<file path="src/rtl/alu_exec_if.sv">
// Handshake and result bus between the ID/EX stage, the execute ALU and EX/MEM.
// The master drives operations in; the slave (the ALU) returns results and HI/LO.
interface alu_exec_if #(
    parameter int WIDTH = 32
);
    logic             in_valid;
    logic             in_ready;
    logic [1:0]       alu_op;
    logic [5:0]       funct;
    logic [WIDTH-1:0] src_a;
    logic [WIDTH-1:0] src_b;
    logic             out_valid;
    logic [WIDTH-1:0] result;
    logic             zero;
    logic             illegal;
    logic [WIDTH-1:0] hi;
    logic [WIDTH-1:0] lo;

    modport master (
        output in_valid, alu_op, funct, src_a, src_b,
        input  in_ready, out_valid, result, zero, illegal, hi, lo
    );

    modport slave (
        input  in_valid, alu_op, funct, src_a, src_b,
        output in_ready, out_valid, result, zero, illegal, hi, lo
    );
endinterface

</file>
<file path="src/rtl/alu_exec_unit.sv">
// MIPS execute-stage ALU: single-cycle ops with a registered result, plus
// iterative shift-add multiply and restoring divide into HI/LO.
module alu_exec_unit #(
    parameter int WIDTH = 32,
    parameter int CNT_W = 6
) (
    input  logic      clk,
    input  logic      rst_n,
    alu_exec_if.slave bus
);
    typedef enum logic [1:0] {IDLE, MUL, DIV, FIX} state_t;

    localparam int W2 = 2 * WIDTH;

    localparam logic [5:0] F_ADD   = 6'b100000;
    localparam logic [5:0] F_SUB   = 6'b100010;
    localparam logic [5:0] F_AND   = 6'b100100;
    localparam logic [5:0] F_OR    = 6'b100101;
    localparam logic [5:0] F_NOR   = 6'b100111;
    localparam logic [5:0] F_SLT   = 6'b101010;
    localparam logic [5:0] F_SLTU  = 6'b101011;
    localparam logic [5:0] F_MFHI  = 6'b010000;
    localparam logic [5:0] F_MFLO  = 6'b010010;
    localparam logic [5:0] F_MULT  = 6'b011000;
    localparam logic [5:0] F_MULTU = 6'b011001;
    localparam logic [5:0] F_DIV   = 6'b011010;
    localparam logic [5:0] F_DIVU  = 6'b011011;

    state_t             state;
    logic [CNT_W-1:0]   cnt;
    logic [WIDTH-1:0]   res_p1;
    logic               vld_p1;
    logic               zero_p1;
    logic               ill_p1;
    logic [WIDTH-1:0]   hi_q;
    logic [WIDTH-1:0]   lo_q;

    logic [W2-1:0]      acc_p0;
    logic [WIDTH-1:0]   opb_p0;
    logic [WIDTH-1:0]   a_raw_p0;
    logic               is_div_p0;
    logic               neg_q_p0;
    logic               neg_r_p0;
    logic               dz_p0;

    logic               accept;
    logic signed [WIDTH-1:0] a_s;
    logic signed [WIDTH-1:0] b_s;
    logic [WIDTH-1:0]   sc_res;
    logic               sc_ill;
    logic               it_start;
    logic               it_div;
    logic               it_signed;

    logic [WIDTH:0]     mul_sum;
    logic [W2-1:0]      mul_next;
    logic [WIDTH:0]     rem_sh;
    logic [WIDTH:0]     diff;
    logic [W2-1:0]      div_next;
    logic [WIDTH-1:0]   fix_hi;
    logic [WIDTH-1:0]   fix_lo;

    function automatic logic [WIDTH-1:0] magnitude(input logic [WIDTH-1:0] v, input logic is_signed);
        return (is_signed && v[WIDTH-1]) ? (~v + WIDTH'(1)) : v;
    endfunction

    function automatic logic [WIDTH-1:0] apply_sign(input logic [WIDTH-1:0] v, input logic neg);
        return neg ? (~v + WIDTH'(1)) : v;
    endfunction

    function automatic logic [W2-1:0] apply_sign2(input logic [W2-1:0] v, input logic neg);
        return neg ? (~v + W2'(1)) : v;
    endfunction

    assign accept   = bus.in_valid & bus.in_ready;
    assign a_s      = bus.src_a;
    assign b_s      = bus.src_b;

    always_comb begin
        sc_res    = '0;
        sc_ill    = 1'b0;
        it_start  = 1'b0;
        it_div    = 1'b0;
        it_signed = 1'b0;
        case (bus.alu_op)
            2'b00: sc_res = bus.src_a + bus.src_b;
            2'b01: sc_res = bus.src_a - bus.src_b;
            2'b11: sc_res = bus.src_a & bus.src_b;
            default: begin
                case (bus.funct)
                    F_ADD:   sc_res = bus.src_a + bus.src_b;
                    F_SUB:   sc_res = bus.src_a - bus.src_b;
                    F_AND:   sc_res = bus.src_a & bus.src_b;
                    F_OR:    sc_res = bus.src_a | bus.src_b;
                    F_NOR:   sc_res = ~(bus.src_a | bus.src_b);
                    F_SLT:   sc_res = {{(WIDTH-1){1'b0}}, (a_s < b_s)};
                    F_SLTU:  sc_res = {{(WIDTH-1){1'b0}}, (bus.src_a < bus.src_b)};
                    F_MFHI:  sc_res = hi_q;
                    F_MFLO:  sc_res = lo_q;
                    F_MULT:  begin it_start = 1'b1; it_signed = 1'b1; end
                    F_MULTU: it_start = 1'b1;
                    F_DIV:   begin it_start = 1'b1; it_div = 1'b1; it_signed = 1'b1; end
                    F_DIVU:  begin it_start = 1'b1; it_div = 1'b1; end
                    default: sc_ill = 1'b1;
                endcase
            end
        endcase
    end

    // Iteration step: upper half accumulates (mul) or holds the partial remainder (div)
    always_comb begin
        mul_sum  = {1'b0, acc_p0[W2-1:WIDTH]} + {1'b0, (acc_p0[0] ? opb_p0 : {WIDTH{1'b0}})};
        mul_next = {mul_sum, acc_p0[WIDTH-1:1]};
        rem_sh   = {acc_p0[W2-1:WIDTH], acc_p0[WIDTH-1]};
        diff     = rem_sh - {1'b0, opb_p0};
        if (!diff[WIDTH]) begin
            div_next = {diff[WIDTH-1:0], acc_p0[WIDTH-2:0], 1'b1};
        end else begin
            div_next = {rem_sh[WIDTH-1:0], acc_p0[WIDTH-2:0], 1'b0};
        end
    end

    // Divide-by-zero bypasses sign correction so HI keeps the raw dividend
    always_comb begin
        fix_hi = '0;
        fix_lo = '0;
        if (is_div_p0) begin
            if (dz_p0) begin
                fix_lo = '1;
                fix_hi = a_raw_p0;
            end else begin
                fix_lo = apply_sign(acc_p0[WIDTH-1:0], neg_q_p0);
                fix_hi = apply_sign(acc_p0[W2-1:WIDTH], neg_r_p0);
            end
        end else begin
            {fix_hi, fix_lo} = apply_sign2(acc_p0, neg_q_p0);
        end
    end

    // Stage p0: operand latch and iteration datapath
    always_ff @(posedge clk) begin
        if (accept && it_start) begin
            opb_p0    <= magnitude(bus.src_b, it_signed);
            acc_p0    <= {{WIDTH{1'b0}}, magnitude(bus.src_a, it_signed)};
            a_raw_p0  <= bus.src_a;
            is_div_p0 <= it_div;
            neg_q_p0  <= it_signed & (bus.src_a[WIDTH-1] ^ bus.src_b[WIDTH-1]);
            neg_r_p0  <= it_signed & bus.src_a[WIDTH-1];
            dz_p0     <= (bus.src_b == '0);
        end else if (state == MUL) begin
            acc_p0 <= mul_next;
        end else if (state == DIV) begin
            acc_p0 <= div_next;
        end
    end

    // Stage p1: control FSM, registered result and HI/LO
    always_ff @(posedge clk or negedge rst_n) begin
        if (!rst_n) begin
            state   <= IDLE;
            cnt     <= '0;
            res_p1  <= '0;
            vld_p1  <= 1'b0;
            zero_p1 <= 1'b0;
            ill_p1  <= 1'b0;
            hi_q    <= '0;
            lo_q    <= '0;
        end else begin
            vld_p1 <= 1'b0;
            case (state)
                IDLE: begin
                    if (accept) begin
                        if (it_start) begin
                            state <= it_div ? DIV : MUL;
                            cnt   <= CNT_W'(WIDTH);
                        end else begin
                            res_p1  <= sc_res;
                            zero_p1 <= (sc_res == '0);
                            ill_p1  <= sc_ill;
                            vld_p1  <= 1'b1;
                        end
                    end
                end
                MUL, DIV: begin
                    cnt <= cnt - CNT_W'(1);
                    if (cnt == CNT_W'(1)) begin
                        state <= FIX;
                    end
                end
                FIX: begin
                    hi_q    <= fix_hi;
                    lo_q    <= fix_lo;
                    res_p1  <= fix_lo;
                    zero_p1 <= (fix_lo == '0);
                    ill_p1  <= 1'b0;
                    vld_p1  <= 1'b1;
                    state   <= IDLE;
                end
                default: state <= IDLE;
            endcase
        end
    end

    assign bus.in_ready  = (state == IDLE);
    assign bus.out_valid = vld_p1;
    assign bus.result    = res_p1;
    assign bus.zero      = zero_p1;
    assign bus.illegal   = ill_p1;
    assign bus.hi        = hi_q;
    assign bus.lo        = lo_q;
endmodule

</file>
<file path="src/flat_wrapper.sv">
// flat-port wrapper written by rule: the top's interface ports become plain ports
module alu_exec_unit_flat 
#(
    parameter int WIDTH = 32,
    parameter int CNT_W = 6
)
  (clk, rst_n, bus_in_valid, bus_alu_op, bus_funct, bus_src_a, bus_src_b, bus_in_ready, bus_out_valid, bus_result, bus_zero, bus_illegal, bus_hi, bus_lo);
  alu_exec_if #(.WIDTH(WIDTH)) bus_i ();
  input  logic clk;
  input  logic rst_n;
  input wire logic [$bits(bus_i.in_valid)-1:0] bus_in_valid;
  input wire logic [$bits(bus_i.alu_op)-1:0] bus_alu_op;
  input wire logic [$bits(bus_i.funct)-1:0] bus_funct;
  input wire logic [$bits(bus_i.src_a)-1:0] bus_src_a;
  input wire logic [$bits(bus_i.src_b)-1:0] bus_src_b;
  output wire logic [$bits(bus_i.in_ready)-1:0] bus_in_ready;
  output wire logic [$bits(bus_i.out_valid)-1:0] bus_out_valid;
  output wire logic [$bits(bus_i.result)-1:0] bus_result;
  output wire logic [$bits(bus_i.zero)-1:0] bus_zero;
  output wire logic [$bits(bus_i.illegal)-1:0] bus_illegal;
  output wire logic [$bits(bus_i.hi)-1:0] bus_hi;
  output wire logic [$bits(bus_i.lo)-1:0] bus_lo;
  assign bus_i.in_valid = bus_in_valid;
  assign bus_i.alu_op = bus_alu_op;
  assign bus_i.funct = bus_funct;
  assign bus_i.src_a = bus_src_a;
  assign bus_i.src_b = bus_src_b;
  assign bus_in_ready = bus_i.in_ready;
  assign bus_out_valid = bus_i.out_valid;
  assign bus_result = bus_i.result;
  assign bus_zero = bus_i.zero;
  assign bus_illegal = bus_i.illegal;
  assign bus_hi = bus_i.hi;
  assign bus_lo = bus_i.lo;
  alu_exec_unit #(.WIDTH(WIDTH), .CNT_W(CNT_W)) u_core (.clk(clk), .rst_n(rst_n), .bus(bus_i));
endmodule
</file>
<file path="config.mk">
export PLATFORM = sky130hd
export DESIGN_NAME = alu_exec_unit_flat
export DESIGN_NICKNAME = d
export VERILOG_FILES = /design/src/rtl/alu_exec_if.sv /design/src/rtl/alu_exec_unit.sv /design/src/flat_wrapper.sv
export SDC_FILE = /design/constraint.sdc
export NUM_CORES = 1
export LEC_CHECK = 0
export ABC_AREA = 1
export CORE_ASPECT_RATIO = 1.5
export CORE_MARGIN = 2
export CORE_UTILIZATION = 62
export DETAILED_ROUTE_END_ITERATION = 7
export PLACE_DENSITY = 0.85
export SYNTH_ARGS = -nofsm -noshare
export SYNTH_HDL_FRONTEND = slang
export SYNTH_SLANG_ARGS = --single-unit
</file>
<file path="constraint.sdc">
create_clock -name clk -period 9.4 [get_ports clk]
set_input_delay 2.35 -clock clk [delete_from_list [all_inputs] [get_ports clk]]
set_output_delay 2.35 -clock clk [all_outputs]
set_load 0.005 [all_outputs]
</file>
==> impl_metrics.env, run 1 <==
export IMPL_ys_types=64
export IMPL_die_h_um=256
export IMPL_initial_core_util_pct=62.5
export IMPL_place_congestion=1.15
export IMPL_ys_warn_count=0
export IMPL_ctsResizeCount=0
export IMPL_syn_area_per_cell_um2=6.28
export IMPL_grt_pass1_vias=31100
export IMPL_synthArstFlopShare_pct=44.8
export IMPL_rows=92
export IMPL_cts_hold_buf=0
export IMPL_die_x_um=172
export IMPL_syn_nets=4419
export IMPL_status="did not finish"
export IMPL_cts_root_buf="clkbuf_16"
export IMPL_synth_top_area_share_pct=15.3
export IMPL_cts_max_path_buffers=3
export IMPL_cts_setup_buffers=0
export IMPL_clkSinkCount=239
export IMPL_grt_pass1_wl_mm=190
export IMPL_synth_seq_area_share_pct=24.1
export IMPL_boundaryPins=175
export IMPL_grt_ovfl_total=5
export IMPL_grt_usage_pct=58.5
export IMPL_synth_edf_count=100
export IMPL_haltStage="5_1_grt"
export IMPL_cts_max_level=1
export IMPL_syn_inst=4171
export IMPL_synthTopCellsByArea="nand2_1, edfxtp_1, dfrtp_1"
export IMPL_dp_hpwl_mm=94.3
export IMPL_ys_ff_latch=239
export IMPL_io_buffers=174
export IMPL_grt_max_degree=73
export IMPL_cts_inserted_buffers=27
export IMPL_yosys_area_top_type="nand2_1"
export IMPL_synth_main_ff_cell="dfrtp_1"
export IMPL_error_line="[ERROR GRT-0116] Global routing finished with congestion. Check the congestion regions in the DRC Viewer."
export IMPL_syn_cell_area_mm2=0.0262
## cells by family after synthesis
logic type	share of synthesized area, %
AO/OA/AOI/OAI	18.7
AND/OR/NAND/NOR	34.0
flip-flops	24.1
adder cells (fa/ha/maj)	8.38
buffers and inverters	11.2
XOR/XNOR	3.61
## synthesized netlist by cell type, types with 16 or more instances
master	count
xnor2_1	34
buf_2	30
o21ai_0	278
o22ai_1	18
a31oi_1	85
a211oi_1	16
o211ai_1	59
nor3_1	44
nor3_2	16
inv_1	535
nor2_2	35
edfxtp_1	100
xor2_1	74
dfrtp_1	107
a21oi_1	243
inv_2	36
o21bai_1	19
nor2_1	440
nand4_1	61
nand3_1	298
nand2_1	1069
dfxtp_1	32
clkbuf_1	87
ha_1	169
nand2_2	24
buf_4	21
o21ai_1	56
## per-layer routing
layer,overflow,global-route usage [%]
met5,0,1.95
met4,3,59.5
met3,0,23.0
met2,2,83.6
met1,0,63.4
## per-stage QoR
step	util [%]	hold slack [ns]	worst slack, ns	std cells	instance area (um2)
3_3_place_gp	67.1	0.470	3.00	4776	28100
3_5_place_dp	67.1	0.473	2.95	4776	28100
4_1_cts	69.1	0.489	3.50	4825	29000
2_1_floorplan	-	0.465	3.59	4171	26200
==> inputs of run 2 (changes only) <==
Settings changed: CORE_ASPECT_RATIO 1.5 to unset, CORE_UTILIZATION 62 to 40, PLACE_DENSITY 0.85 to unset, PLACE_DENSITY_LB_ADDON set to 0.15.
==> impl_metrics.env, run 2 <==
export IMPL_synth_commonest_cells="nand2_1, inv_1, nor2_1"
export IMPL_finalHoldViolations=0
export IMPL_hold_class="reg -> reg"
export IMPL_timing_final_crit_share_pct=60.9
export IMPL_syn_nets=4419
export IMPL_cts_hold_buf=0
export IMPL_die_x_um=260
export IMPL_max_cap_violations=0
export IMPL_multiInputGateArea_mm2=0.0170
export IMPL_layout_cells_most_common_list="nand2_1, inv_1, nor2_1"
export IMPL_p_per_area_mw_per_mm2=269
export IMPL_synthArstFlopShare_pct=44.8
export IMPL_ant_nets=0
export IMPL_rrSetupSlack_ns=5.66
export IMPL_initial_core_util_pct=40.6
export IMPL_io_buffers=174
export IMPL_grt_pass1_vias=27900
export IMPL_place_congestion=1.10
export IMPL_yosys_area_top_type="nand2_1"
export IMPL_grt_ovfl_total=0
export IMPL_die_h_um=260
export IMPL_required_ns=9.93
export IMPL_synthTopCellsByArea="nand2_1, edfxtp_1, dfrtp_1"
export IMPL_syn2layout_area_growth_pct=12.6
export IMPL_cts_inserted_buffers=30
export IMPL_seqCellArea_mm2=0.00632
export IMPL_start_kind="primary input"
export IMPL_core_area_mm2=0.0646
export IMPL_crit_slowest_cell="clkdlybuf4s50_1"
export IMPL_synth_top_area_share_pct=15.3
export IMPL_setup_tns_final_ns=0
export IMPL_timing_rr_end="u_core.acc_p0[44]$_SDFFE_PP0N_"
export IMPL_layout_drive_gt1_share_pct=6.06
export IMPL_synth_main_ff_cell="dfrtp_1"
export IMPL_timing_fmax_ghz=0.175
export IMPL_hold_path_cell_count=1
export IMPL_rows=93
export IMPL_finalSetupViolCount=0
export IMPL_cp_max_fo=9
export IMPL_ctsResizeCount=0
export IMPL_grt_max_degree=76
export IMPL_drtIter0Drc=3117
export IMPL_wl_per_cell_um=25.2
export IMPL_cts_clk_slew_worst_paths_ns=0.06
export IMPL_slew_violations=0
export IMPL_fp_dieArea_mm2=0.0676
export IMPL_cts_root_buf="clkbuf_16"
export IMPL_ys_types=64
export IMPL_top_register="u_core.acc_p0"
export IMPL_layout_commonest_cell="nand2_1"
export IMPL_placed_cells=5070
export IMPL_drcViolationCount=0
export IMPL_status="complete, no violations"
export IMPL_slew_headroom_pct=15.4
export IMPL_hold_end="u_core.bus.result[10]$_DFFE_PN0P_"
export IMPL_boundaryPins=175
export IMPL_r2r_cells=20
export IMPL_cts_tree="done"
export IMPL_grt_usage_pct=37.6
export IMPL_drt_pass1_iterations=6
export IMPL_drt_wl_total_mm=129
export IMPL_dp_hpwl_mm=106
export IMPL_vdd_drop_max_uv=166
export IMPL_min_from="u_core.bus.result[10]$_DFFE_PN0P_"
export IMPL_syn_inst=4171
export IMPL_ys_ff_latch=239
export IMPL_period_needed_ns=5.73
export IMPL_syn_area_per_cell_um2=6.28
export IMPL_leakage_uw=0.0138
export IMPL_via_count=29200
export IMPL_max_stage_delay_ns=0.75
export IMPL_grt_pass1_wl_mm=186
export IMPL_worst_slew_pin_slew_ns=1.26
export IMPL_clkSinkCount=239
export IMPL_syn_cell_area_mm2=0.0262
export IMPL_n_antenna_cell=0
export IMPL_cts_max_level=1
export IMPL_cp_cell_sequence="clkdlybuf4s50_1 > inv_1 > ha_1 > nand2_1 > inv_1 > nand2_1 > nor2_1 > nand4_1 > nand3_1 > nand2_1 > nand3_1 > o21ai_0 > nor2_1 > nand2_1 > nor2_1 > nand2_1 > nor2_1 > nand4_1 > a21oi_1"
export IMPL_arrival_ns=6.26
export IMPL_clock_latency_ns=0.61
export IMPL_synth_seq_area_share_pct=24.1
export IMPL_worstReg2RegStart="u_core.acc_p0[31]$_DFFE_PP_"
export IMPL_cts_setup_buffers=0
export IMPL_instances_no_fill=5126
export IMPL_cts_max_path_buffers=3
export IMPL_fin_skew_ns=0.0474
export IMPL_antenna_found_initial=2
export IMPL_final_nets=4495
export IMPL_num_fill_cells=6977
export IMPL_via_per_inst=5.69
export IMPL_synth_edf_count=100
export IMPL_largest_reg_flops=64
export IMPL_end_kind="flop"
export IMPL_path_common_cell="nand2_1"
export IMPL_ys_warn_count=0
export IMPL_rsz0062_at_grt="no"
export IMPL_crit_type="in -> reg"
export IMPL_synth_most_common_cell="nand2_1"
## run 2: cell counts after synthesis
No cell type changed its count.
## run 2: cells by family after synthesis
family,share of synthesized area (%)
XOR/XNOR,3.61
AO/OA/AOI/OAI,18.7
buffers and inverters,11.2
flip-flops,24.1
adder cells (fa/ha/maj),8.38
AND/OR/NAND/NOR,34.0
## run 2: cell type report
cell class | count | share of cell area, %
inverters | 578 | 7.36
multi-input cells | 3196 | 57.6
clock buffers | 38 | 2.82
flip-flops and latches | 239 | 21.4
well taps | 855 | 3.63
repair buffers | 202 | 6.61
clock inverters | 18 | 0.560
## run 2: worst max-delay path by stage
stage | startpoint | end | slack (ns)
after CTS | bus_src_a[14] | u_core.bus.zero$_DFFE_PN0P_ | 3.82
after global placement | bus_src_a[13] | u_core.bus.zero$_DFFE_PN0P_ | 3.12
final | bus_src_a[18] | u_core.bus.zero$_DFFE_PN0P_ | 3.67
after detailed placement | bus_src_a[14] | u_core.bus.zero$_DFFE_PN0P_ | 3.20
after global routing | bus_src_a[13] | u_core.bus.zero$_DFFE_PN0P_ | 3.54
after floorplan | bus_funct[4] | u_core.acc_p0[27]$_DFFE_PP_ | 3.59
## run 2: metal layers
layer	wire, um	track usage [%]
met1	53700	48.8
met2	56400	58.7
met3	9450	4.91
met4	9920	24.3
met5	13	0
## run 2: power by group
group          internal [uW]  switching, uW  total [uW]  leakage [uW]
logic                   1630           2850        4470        0.0108
clock network            662            513        1170      0.000481
registers               1550            734        2280       0.00243
## run 2: through the flow
step	util [%]	setup WS [ns]	power [uW]	hold WS [ns]	instance area, um2
2_1_floorplan	-	3.59	4770	0.465	26200
3_3_place_gp	44.1	3.12	6650	0.480	28500
3_5_place_dp	44.1	3.20	6650	0.484	28500
4_1_cts	45.7	3.82	7850	0.499	29500
5_1_grt	45.7	3.54	8460	0.527	29500
6_report	45.7	3.67	7930	0.498	29500
## run 2: critical path, delay by kind of cell
family	cells	cell delay [ns]
AND/OR/NAND/NOR	13	2.03
buffers and inverters	3	1.00
adder cells (fa/ha/maj)	1	0.62
AO/OA/AOI/OAI	2	0.25
(Power assumes the default switching activity.)
